$ cat config.mk
export PLATFORM = sky130hd
export DESIGN_NAME = regdst_wb_queue
export DESIGN_NICKNAME = d
export VERILOG_FILES = /design/src/rtl/regdst_pkg.sv /design/src/rtl/wb_fifo.sv /design/src/rtl/regdst_wb_queue.sv
export SDC_FILE = /design/constraint.sdc
export NUM_CORES = 1
export LEC_CHECK = 0
export BUFFER_PORTS_ARGS = -buffer_cell sky130_fd_sc_hd__buf_2
export CAP_MARGIN = 15
export CORE_MARGIN = 4
export CORE_UTILIZATION = 56
export CTS_CLUSTER_DIAMETER = 40
export CTS_CLUSTER_SIZE = 28
export DETAILED_ROUTE_END_ITERATION = 12
export PLACE_DENSITY_LB_ADDON = 0.05
export SLEW_MARGIN = 20
export SYNTH_ARGS = -nofsm -noshare
export SYNTH_HDL_FRONTEND = slang
export SYNTH_SLANG_ARGS = --single-unit
$ cat constraint.sdc
create_clock -name clk -period 5.7 [get_ports clk]
set_input_delay 0.57 -clock clk [delete_from_list [all_inputs] [get_ports clk]]
set_output_delay 0.57 -clock clk [all_outputs]
set_load 0.02 [all_outputs]
$ cat src/rtl/regdst_pkg.sv
// regdst_pkg: shared encodings and types for the register-destination
// write-back queue.
//  - REGDST_* : RegDst select encodings (rt, rd, high constant, low constant)
//  - wb_entry_t : write-back record {addr, data, we} at the default geometry
//    (5-bit index, 32-bit data). The top level declares an equivalent local
//    struct sized by its own parameters.
package regdst_pkg;

    localparam logic [1:0] REGDST_RT = 2'b00;
    localparam logic [1:0] REGDST_RD = 2'b01;
    localparam logic [1:0] REGDST_HI = 2'b10;
    localparam logic [1:0] REGDST_LO = 2'b11;

    localparam int WB_ADDR_W = 5;
    localparam int WB_DATA_W = 32;

    typedef struct packed {
        logic [WB_ADDR_W-1:0] addr;
        logic [WB_DATA_W-1:0] data;
        logic                 we;
    } wb_entry_t;

endpackage

$ cat src/rtl/wb_fifo.sv
// wb_fifo: generic DEPTH x W FIFO.
//  clk, reset      : clock, synchronous active-high reset
//  push, din       : write din at tail (caller guarantees !full || pop)
//  pop             : drop head (caller guarantees !empty)
//  dout            : head entry; while empty, holds the last popped entry
//  full, empty     : occupancy flags
//  ord_ent/ord_vld : all slots in age order (index 0 = oldest/head) with
//                    valid bits, for associative searches by the parent
module wb_fifo #(
    parameter int W     = 38,
    parameter int DEPTH = 2
) (
    input  logic                      clk,
    input  logic                      reset,
    input  logic                      push,
    input  logic                      pop,
    input  logic [W-1:0]              din,
    output logic [W-1:0]              dout,
    output logic                      full,
    output logic                      empty,
    output logic [DEPTH-1:0][W-1:0]   ord_ent,
    output logic [DEPTH-1:0]          ord_vld
);
    localparam int PW = $clog2(DEPTH);
    localparam int CW = PW + 1;

    logic [DEPTH-1:0][W-1:0] mem_q, mem_d;
    logic [PW-1:0]           wr_ptr_q, wr_ptr_d;
    logic [PW-1:0]           rd_ptr_q, rd_ptr_d;
    logic [CW-1:0]           cnt_q, cnt_d;
    logic [W-1:0]            last_q, last_d;

    assign full  = (cnt_q == CW'(DEPTH));
    assign empty = (cnt_q == '0);
    // Head slot is stale once drained, so fall back to the last popped entry.
    assign dout  = empty ? last_q : mem_q[rd_ptr_q];

    always_comb begin
        mem_d    = mem_q;
        wr_ptr_d = wr_ptr_q;
        rd_ptr_d = rd_ptr_q;
        last_d   = last_q;
        if (push) begin
            mem_d[wr_ptr_q] = din;
            wr_ptr_d        = wr_ptr_q + PW'(1);  // power-of-two depth wraps naturally
        end
        if (pop) begin
            rd_ptr_d = rd_ptr_q + PW'(1);
            last_d   = mem_q[rd_ptr_q];
        end
        cnt_d = cnt_q + CW'(push) - CW'(pop);
    end

    always_comb begin
        ord_ent = '0;
        ord_vld = '0;
        for (int i = 0; i < DEPTH; i++) begin
            ord_ent[i] = mem_q[rd_ptr_q + PW'(i)];
            ord_vld[i] = (CW'(i) < cnt_q);
        end
    end

    always_ff @(posedge clk) begin
        if (reset) begin
            mem_q    <= '0;
            wr_ptr_q <= '0;
            rd_ptr_q <= '0;
            cnt_q    <= '0;
            last_q   <= '0;
        end else begin
            mem_q    <= mem_d;
            wr_ptr_q <= wr_ptr_d;
            rd_ptr_q <= rd_ptr_d;
            cnt_q    <= cnt_d;
            last_q   <= last_d;
        end
    end

endmodule

$ cat src/rtl/regdst_wb_queue.sv
// regdst_wb_queue: destination-register select feeding a write-back queue
// with a two-port hazard scoreboard.
//  clk, reset            : clock, synchronous active-high reset
//  in_valid/in_ready     : request handshake; RegDst picks rt_idx, rd_idx,
//                          CONST_HI or CONST_LO; in_data/in_we carried along
//  out_valid/out_ready   : head handshake toward the register file;
//                          out_addr/out_data/out_we describe the head
//  qa_idx/qb_idx         : source indices; qa_busy/qb_busy flag a queued
//                          write to them
//  WB_BYPASS_EN (macro)  : adds qa_fwd/qb_fwd and qa_data/qb_data, carrying
//                          the youngest matching queued value for forwarding
module regdst_wb_queue
    import regdst_pkg::*;
#(
    parameter int ADDR_W   = 5,
    parameter int DATA_W   = 32,
    parameter int DEPTH    = 2,
    parameter int CONST_HI = 31,
    parameter int CONST_LO = 30
) (
    input  logic              clk,
    input  logic              reset,
    input  logic              in_valid,
    output logic              in_ready,
    input  logic [1:0]        RegDst,
    input  logic [ADDR_W-1:0] rt_idx,
    input  logic [ADDR_W-1:0] rd_idx,
    input  logic [DATA_W-1:0] in_data,
    input  logic              in_we,
    output logic              out_valid,
    input  logic              out_ready,
    output logic [ADDR_W-1:0] out_addr,
    output logic [DATA_W-1:0] out_data,
    output logic              out_we,
    input  logic [ADDR_W-1:0] qa_idx,
    input  logic [ADDR_W-1:0] qb_idx,
`ifdef WB_BYPASS_EN
    output logic              qa_fwd,
    output logic              qb_fwd,
    output logic [DATA_W-1:0] qa_data,
    output logic [DATA_W-1:0] qb_data,
`endif
    output logic              qa_busy,
    output logic              qb_busy
);
    typedef struct packed {
        logic [ADDR_W-1:0] addr;
        logic [DATA_W-1:0] data;
        logic              we;
    } entry_t;

    localparam int EW = $bits(entry_t);

    logic [ADDR_W-1:0]          sel_addr;
    entry_t                     in_ent, head_ent;
    logic [EW-1:0]              head_raw;
    logic [DEPTH-1:0][EW-1:0]   ord_raw;
    logic [DEPTH-1:0]           ord_vld;
    logic                       full, empty, push, pop;

    always_comb begin
        case (RegDst)
            REGDST_RT: sel_addr = rt_idx;
            REGDST_RD: sel_addr = rd_idx;
            REGDST_HI: sel_addr = ADDR_W'(CONST_HI);
            default:   sel_addr = ADDR_W'(CONST_LO);
        endcase
    end

    // r0 is hardwired: such entries still flow through but never write or
    // raise a hazard.
    always_comb begin
        in_ent.addr = sel_addr;
        in_ent.data = in_data;
        in_ent.we   = in_we && (sel_addr != '0);
    end

    assign in_ready  = !full || out_ready;
    assign push      = in_valid && in_ready;
    assign pop       = !empty && out_ready;
    assign out_valid = !empty;

    wb_fifo #(.W(EW), .DEPTH(DEPTH)) u_fifo (
        .clk     (clk),
        .reset   (reset),
        .push    (push),
        .pop     (pop),
        .din     (EW'(in_ent)),
        .dout    (head_raw),
        .full    (full),
        .empty   (empty),
        .ord_ent (ord_raw),
        .ord_vld (ord_vld)
    );

    assign head_ent = entry_t'(head_raw);
    assign out_addr = head_ent.addr;
    assign out_data = head_ent.data;
    assign out_we   = head_ent.we;

    // Scoreboard over registered contents only: the head being popped still
    // matches, an entry being pushed does not yet. Walking oldest to youngest
    // lets the last match win for the forwarded value.
    logic [DATA_W-1:0] a_val, b_val;
    always_comb begin
        entry_t e;
        qa_busy = 1'b0;
        qb_busy = 1'b0;
        a_val   = '0;
        b_val   = '0;
        for (int i = 0; i < DEPTH; i++) begin
            e = entry_t'(ord_raw[i]);
            if (ord_vld[i] && e.we && (qa_idx != '0) && (e.addr == qa_idx)) begin
                qa_busy = 1'b1;
                a_val   = e.data;
            end
            if (ord_vld[i] && e.we && (qb_idx != '0) && (e.addr == qb_idx)) begin
                qb_busy = 1'b1;
                b_val   = e.data;
            end
        end
    end

`ifdef WB_BYPASS_EN
    assign qa_fwd  = qa_busy;
    assign qb_fwd  = qb_busy;
    assign qa_data = a_val;
    assign qb_data = b_val;
`else
    logic unused_val;
    assign unused_val = ^{a_val, b_val};
`endif

endmodule
# After elaboration in Yosys (flattened, before gate mapping)
# Cells that the tools add are included.
# Widths: inputs -> output; s select.
[totals]
elab_cells = 58
ff_bits = 118
output_inout_bits = 42
[op_classes]
addsub = 4
n_reduce_logical = 22
n_lt_le_gt_ge = 6
n_mux = 13
n_eq_ne = 7
[op_table]
columns = ["operator", "n"]
rows = [
  ["$mux 38", 6],
  ["$bwmux 76", 1],
  ["$demux 38 s1", 1],
  ["$eq 5x5->1", 4],
  ["$pmux 5 s3", 1],
  ["$reduce_bool 5->1", 3],
  ["$logic_and 1x1->1", 14],
  ["$lt 1x2->1 const B", 3],
  ["$eq 2x2->1 const B", 2],
  ["$logic_not 2->1", 2],
  ["$lt 1x2->1 const A", 2],
  ["$mux 1", 4],
  ["$add 1x1->1 const B", 2],
  ["$add 2x1->2", 1],
  ["$eq 2x1->1 const B", 1],
  ["$logic_not 1->1", 2],
  ["$sub 2x1->2", 1],
  ["$ge 1x1->1 const B", 1],
  ["$logic_or 1x1->1", 1],
]

# Depth between registers and ports, before layout
# Gate-level depths: netlist of run 1.
[depth]
depth_word = 7
mapped_depth = 11

# Hierarchy
# A second synthesis of run 1 with hierarchy kept.
[unflattened]
cells_unflattened = 743
hier_area_um2 = 6014.5
[modules_own_cells]
columns = ["mod", "area_each_um2", "cells_each", "instances", "seq_area_each_um2"]
rows = [
  ["wb_fifo", 5619.1, 689, 1, 2362.3],
  ["regdst_wb_queue", 395.4, 54, 1, 0.0],
]

# Worst setup path after synthesis of run 1
# No wires, ideal clock.
[synth_path]
kind = "reg-to-output"
from = "register u_fifo.rd_ptr_q"
to = "output qa_busy"
arrival_time_ns = 1.710
setup_slack_ns = 3.420
t_required_ns = 5.130
path_stages_with_launch = 6
path_cell_list = "dfxtp_1 -> buf_6 -> mux2i_4 -> xnor2_1 -> or4_1 -> o22ai_1"
[synth_via]
elab_chain_len = 7
word_cells_on_any_way = 15
[synth_rtl]
columns = ["element", "line_no", "rtl"]
rows = [
  ["start: declaration", "wb_fifo.sv:29", "logic [PW-1:0] rd_ptr_q, rd_ptr_d;"],
  ["start signal: assignment", "wb_fifo.sv:73", "rd_ptr_q <= rd_ptr_d;"],
  ["branches (longest 6 deep; another with $add 1x1->1)", "--", ""],
  ["$mux 1 *", "regdst_wb_queue.sv:113", "if (ord_vld[i] && e.we && (qa_idx != '0) && (e.addr == qa_idx)) begin"],
  ["end: declaration", "regdst_wb_queue.sv:43", "output logic qa_busy,"],
]
# Mark *: on every way between the ends. The select of a mux whose other input is x is not followed.

# Final worst setup path of run 1
[layout_path]
from = "register u_fifo.cnt_q[1]"
to = "output qb_busy"
[layout_via]
elab_chain_len = 6
word_cells_on_any_way = 10
[layout_rtl]
columns = ["element", "line_no", "rtl"]
rows = [
  ["start: declaration", "wb_fifo.sv:30", "logic [CW-1:0] cnt_q, cnt_d;"],
  ["start signal: assignment", "wb_fifo.sv:74", "cnt_q <= cnt_d;"],
  ["$lt 1x2->1", "wb_fifo.sv:59", "ord_vld[i] = (CW'(i) < cnt_q);"],
  ["$logic_and 1x1->1 (3 in series)", "regdst_wb_queue.sv:117", "if (ord_vld[i] && e.we && (qb_idx != '0) && (e.addr == qb_idx)) begin"],
  ["$mux 1", "regdst_wb_queue.sv:117", ""],
  ["$mux 1 *", "regdst_wb_queue.sv:117", ""],
  ["end: declaration", "regdst_wb_queue.sv:44", "output logic qb_busy"],
]
# Mark *: on every way between the ends. The rest lies on a longest branch, timed or not.

==> qor.csv, run 1 <==
metric,value,unit
pre_cts_ws,2660,ps
ant_nets,0,
synth-warning-count,0,
layout_commonest_cell,nand2_1,
r2r_slack,3210,ps
ctsHtreeMaxLevel,4,
cts_resized,0,
worstPathMaxFanout,48,
first_global_vias,4576,
grt_remaining_overflow,0,
die_h,105,um
wirelength,12600,um
io_pins,101,
cts_hold_buf,0,
finalCriticalPeriod,3580,ps
clock.fmax,0.279,GHz
vias_per_cell,5.40,
syn_nets,720,
grt_antenna_before_repair,0,
setup_slack,2120,ps
cts.clk_slew.worst_paths,60,ps
critPathCaptureType,output port,
cts_sinks,118,
status,completed,
ys_seq_area_frac,0.444,
syn_area,5320,sq um
clk-insertion-delay-late,500,ps
crit_path_start_kind,flip-flop,
cts_buffer_depth,2,
tightest_slew,930,ps
via_count,4716,
cts_setup_buffers,0,
ys_types,33,
synthCells,659,
drt-initial-drc-count,283,
fp-row-count,35,
setup_viol,0,
detail_route.wl_per_cell,14.4,um
postSynthAreaPerCell,8.07,sq um
core_area,9240,sq um
place_congestion,0.895,
powerDensity,529,nW/um^2
power.leakage,2.42,nW
hold_depth,3,
worst_ep_required_time,5130,ps
cts_tree,yes,
fin_skew,6.28,ps
place_inst,842,
start_util,0.575,
fin_nets,793,
critPathKind,flip-flop to output port,
grt_pass1_wl,21000,um
hold_viol_final,0,
syn2layout_area_growth,19.5,%
final_layout_size_suffix_gt1_frac,0.205,
final_cell_mix,"137 x nand2_1, 117 x dfxtp_1, 107 x a21oi_1",
vdd_drop_max,0.263,mV
antenna_cells,0,
rsz0062_at_grt,no,
finalCritPeriodShare,0.629,
p_total,0.00336,W
die_area,11100,sq um
finish.instance_area,6350,sq um
port_buffers,100,
synth-seq-cells,118,
whs_endpoint,u_fifo.mem_q[61],
dpl.hpwl,8070,um
die-width,105,um
grt_max_degree,87,
rr_startpoint,u_fifo.cnt_q[1],
maxSlewViolCount,0,
relSlewSlack,0.380,
cts_made_buffers,17,
cp.arrival,3010,ps
drc,0,
rr_worst_depth,5,
r2r_end,u_fifo.last_q[11],
nFillCells,769,
dpl_cell_area,5810,sq um
min_from,in_data[22],
root_buffer,clkbuf_8,
holdCritPathClass,primary input to flip-flop,
maxCapViolations,0,
grt_usage,0.231,
tns,0,ps
fin_cells,874,
dr.pass1.iters,5,
[cell type report]
class	count	area (sq um)	area share
multi-input cells	484	2710	0.427
inverters	4	15.0	0.00236
flip-flops and latches	118	2360	0.372
well taps	129	161	0.0254
clock inverters	15	133	0.0209
repair buffers	107	556	0.0874
clock buffers	17	414	0.0652
[worst max path at each step]
stage | start | end | slack, ps | depth (start not counted)
2_1_floorplan | u_fifo.rd_ptr_q | qa_busy | 3420 | 5
3_3_place_gp | u_fifo.cnt_q[1] | qb_busy | 2700 | 6
3_5_place_dp | u_fifo.cnt_q[1] | qa_busy | 2660 | 6
4_1_cts | u_fifo.cnt_q[1] | qb_busy | 2120 | 6
5_1_grt | u_fifo.cnt_q[1] | qa_busy | 1900 | 6
6_report | u_fifo.cnt_q[1] | qb_busy | 2120 | 6
[through the flow]
step	hold WS (ps)	utilization
global route	301	0.688
floorplan	436	-
global placement	441	0.628
finish	312	0.688
detailed placement	446	0.628
CTS	296	0.688
[sequential cells by signal, indices dropped and copies added (netlist names)]
signal	count
u_fifo.mem_q	76
u_fifo.last_q	38
u_fifo.cnt_q	2
u_fifo.rd_ptr_q	1
u_fifo.wr_ptr_q	1
[power by group]
group / switching [W] / leakage, nW / internal, W
registers: 0.000110 / 0.966 / 0.000957
clock network: 0.000382 / 0.260 / 0.000578
logic: 0.000858 / 1.19 / 0.000473
total: 0.00135 / 2.42 / 0.00201
[routing by layer]
metal  global-route usage  vias to the layer above  routed length, um
li1                     -                     2394                  -
met1                0.285                     2189               5480
met2                0.398                      120               6300
met3               0.0563                       13                681
met4               0.0665                        0                139
met5                    0                        -                  0
[synth_stat cells, drive strengths merged]
master	count	area share
a211oi	49	0.069
a21oi	107	0.10
and2	1	0.0012
and3	1	0.0012
buf	24	0.024
clkbuf	29	0.020
dfxtp	118	0.44
ha	2	0.0047
inv	4	0.0028
mux2	3	0.0064
mux2i	42	0.086
nand2	137	0.097
nand2b	3	0.0035
nand3	1	0.00094
nand3b	2	0.0028
nor2	86	0.061
nor2b	5	0.0059
nor3	3	0.0028
nor3b	1	0.0024
nor4bb	1	0.0019
o211ai	4	0.0056
o21ai	1	0.00094
o22ai	2	0.0024
o31ai	2	0.0028
or2	1	0.0012
or3	1	0.0012
or4	6	0.0085
xnor2	14	0.023
xor2	9	0.015
[cell families (layout without fill, tap and decap cells)]
group,Yosys count,in the layout,share of synthesized area
mux,45,45,0.0925
fa+ha+maj,2,2,0.00471
compound gates,165,165,0.182
flops,118,118,0.444
buf+inv,57,143,0.0478
xor+xnor,23,23,0.0379
simple gates,249,249,0.191
[worst max-delay path, cell delays in order (launching register included)]
cell      delay (ps)
dfxtp_1          410
or2_2            740
buf_4            440
o211ai_1         130
or4_1            430
o22ai_1          160
buf_2            190
(Power assumes the default switching activity.)
==> run 2: changes to the inputs <==
--- a/config.mk
+++ b/config.mk
@@ -8,7 +8,7 @@
 export BUFFER_PORTS_ARGS = -buffer_cell sky130_fd_sc_hd__buf_2
 export CAP_MARGIN = 15
 export CORE_MARGIN = 4
-export CORE_UTILIZATION = 56
+export CORE_UTILIZATION = 50
 export CTS_CLUSTER_DIAMETER = 40
 export CTS_CLUSTER_SIZE = 28
 export DETAILED_ROUTE_END_ITERATION = 12
==> constraint.sdc (replaced) <==
create_clock -name clk -period 2.9 [get_ports clk]
set_input_delay 0.29 -clock clk [delete_from_list [all_inputs] [get_ports clk]]
set_output_delay 0.29 -clock clk [all_outputs]
set_load 0.02 [all_outputs]
==> run 2 against run 1 <==
Clock power up 120%. Register-to-register slack lost 2600 ps. Critical path depth is 1 lower. Clock-buffer cell count is 1 higher. Combinational power is 100% higher. Clock skew up 2.8 ps. Cell count grew 1.0%. First-iteration DRC count unchanged. Critical endpoint unchanged. Largest power group unchanged.
==> qor.csv, run 2 (synthesized netlist as in run 1, its figures left out) <==
metric,value,unit,change
tns,0,ps,unchanged
maxCapViolations,0,,unchanged
seq_power_share,0.302,,-0.016
cts_sinks,118,,unchanged
relSlewSlack,0.293,,-0.0868
ant_nets,0,,unchanged
critPathCaptureType,output port,,
cts_tree,yes,,
cts_buffer_depth,2,,unchanged
grt_pass1_wl,21500,um,+2.3%
regMostFlops,u_fifo.mem_q,,
cp_slowest_stage_delay,550,ps,-190 ps
wirelength,13200,um,+5.0%
cts_resized,0,,unchanged
largest_reg_flops,76,,unchanged
fin_nets,795,,+0.25%
grt_max_degree,78,,-10%
p_total,0.00685,W,+100%
vdd_drop_max,0.526,mV,+100%
hold_viol_final,0,,unchanged
p_int,0.00415,W,+110%
place_congestion,0.912,,+1.8%
die_area,12300,sq um,+11%
power.leakage,2.47,nW,+2.1%
detail_route.wl_per_cell,15.0,um,+3.9%
tightest_slew,1050,ps,+124 ps
swShare,0.394,,-0.00789
dpl.hpwl,8420,um,+4.3%
largest_registers,"u_fifo.mem_q: 76 flops, u_fifo.last_q: 38 flops, u_fifo.cnt_q: 2 flops",,
rsz0062_at_grt,no,,
p_switching,0.00270,W,+100%
p_clk_frac,0.304,,+0.018
syn2layout_area_growth,21.5,%,
grt_usage,0.213,,-0.0176
finalCritPeriodShare,0.917,,
vias_per_cell,5.29,,-2.0%
powerDensity,1060,nW/um^2,+100%
cts.clk_slew.worst_paths,60,ps,about the same
clock.fmax,0.376,GHz,
path_cells,mux2i_4 -> xnor2_1 -> or4_1 -> o22ai_1 -> buf_2,,
drc,0,,unchanged
antenna_cells,0,,unchanged
via_count,4671,,-0.95%
setup_viol,0,,unchanged
final_layout_size_suffix_gt1_frac,0.205,,-0.000550
pwr-share-comb,0.394,,-0.002
fin_skew,9.09,ps,+2.80 ps
layout_commonest_cell,nand2_1,,
grt_antenna_before_repair,0,,unchanged
finalCriticalPeriod,2660,ps,
cts_hold_buf,0,,unchanged
start_util,0.515,,-0.0604
final_cell_mix,"137 x nand2_1, 117 x dfxtp_1, 107 x a21oi_1",,
io_pins,101,,unchanged
die-width,111,um,+5.4%
critPathKind,flip-flop to output port,,
clk-insertion-delay-late,510,ps,about the same
holdCritPathClass,primary input to flip-flop,,
drt-initial-drc-count,283,,unchanged
worst_ep_required_time,2610,ps,-2520 ps
root_buffer,clkbuf_8,,
cts_made_buffers,17,,unchanged
worstPathMaxFanout,15,,-69%
port_buffers,100,,unchanged
fp-row-count,37,,+5.7%
crit_path_start_kind,flip-flop,,
crit_slowest_cell,dfxtp_4,,
cts_setup_buffers,0,,unchanged
maxSlewViolCount,0,,unchanged
status,completed,,
cp.arrival,2370,ps,-640 ps
ctsHtreeMaxLevel,4,,unchanged
first_global_vias,4537,,-0.85%
die_h,111,um,+5.4%
dr.pass1.iters,4,,-1
core_area,10300,sq um,+12%
grt_remaining_overflow,0,,unchanged
## run 2: path summary, 6_finish.rpt
kind	start	endpoint	slack [ps]	cells past startpoint
worst max-delay path	u_fifo.rd_ptr_q	qb_busy	240	5
worst min-delay path	in_data[20]	u_fifo.mem_q[59]	30	3
worst max register to register	u_fifo.cnt_q[1]	u_fifo.mem_q[36]	640	5
worst min register to register	u_fifo.mem_q[11]	u_fifo.mem_q[11]	450	2
## run 2: worst max-delay path: cells and delay by family (launching register included)
family,cells,cell delay (ps)
DFF,1,550
and+or+nand+nor,1,530
muxes,1,350
xor gates and xnor gates,1,80
buffers and inverters,1,190
AOI/OAI and AO/OA,1,170
## run 2: area by class of cell
cell class / instances / area [sq um]
fillers: 955 / 3870
multi-input cells: 484 / 2710
flip-flops and latches: 118 / 2370
repair buffers: 109 / 603
clock buffers: 18 / 418
clock inverters: 14 / 178
well taps: 136 / 170
inverters: 4 / 15.0
## run 2: power by group through the flow
stage          clock, W  combinational (W)  sequential, W
6_report        0.00209            0.00270        0.00207
5_1_grt         0.00221            0.00297        0.00210
4_1_cts         0.00213            0.00268        0.00210
3_5_place_dp          0            0.00267        0.00213
3_3_place_gp          0            0.00264        0.00212
2_1_floorplan         0            0.00201        0.00202
## run 2: layer usage
| layer | GRT usage | vias to the layer above | share of wire |
|---|---|---|---|
| li1 | - | 2407 | - |
| met1 | 0.253 | 2163 | 0.43 |
| met2 | 0.375 | 90 | 0.51 |
| met3 | 0.0524 | 11 | 0.048 |
| met4 | 0.0754 | 0 | 0.011 |
| met5 | 0 | - | 0 |
## run 2: per-stage QoR
stage	cells	hold WS (ps)	area, sq um	worst slack (ps)	utilization
floorplan	659	426	5320	821	-
global placement	850	441	5850	538	0.566
detailed placement	850	447	5850	561	0.566
CTS	882	7.78	6440	20.0	0.624
global route	883	6.10	6460	96.0	0.625
finish	883	28.9	6460	242	0.625
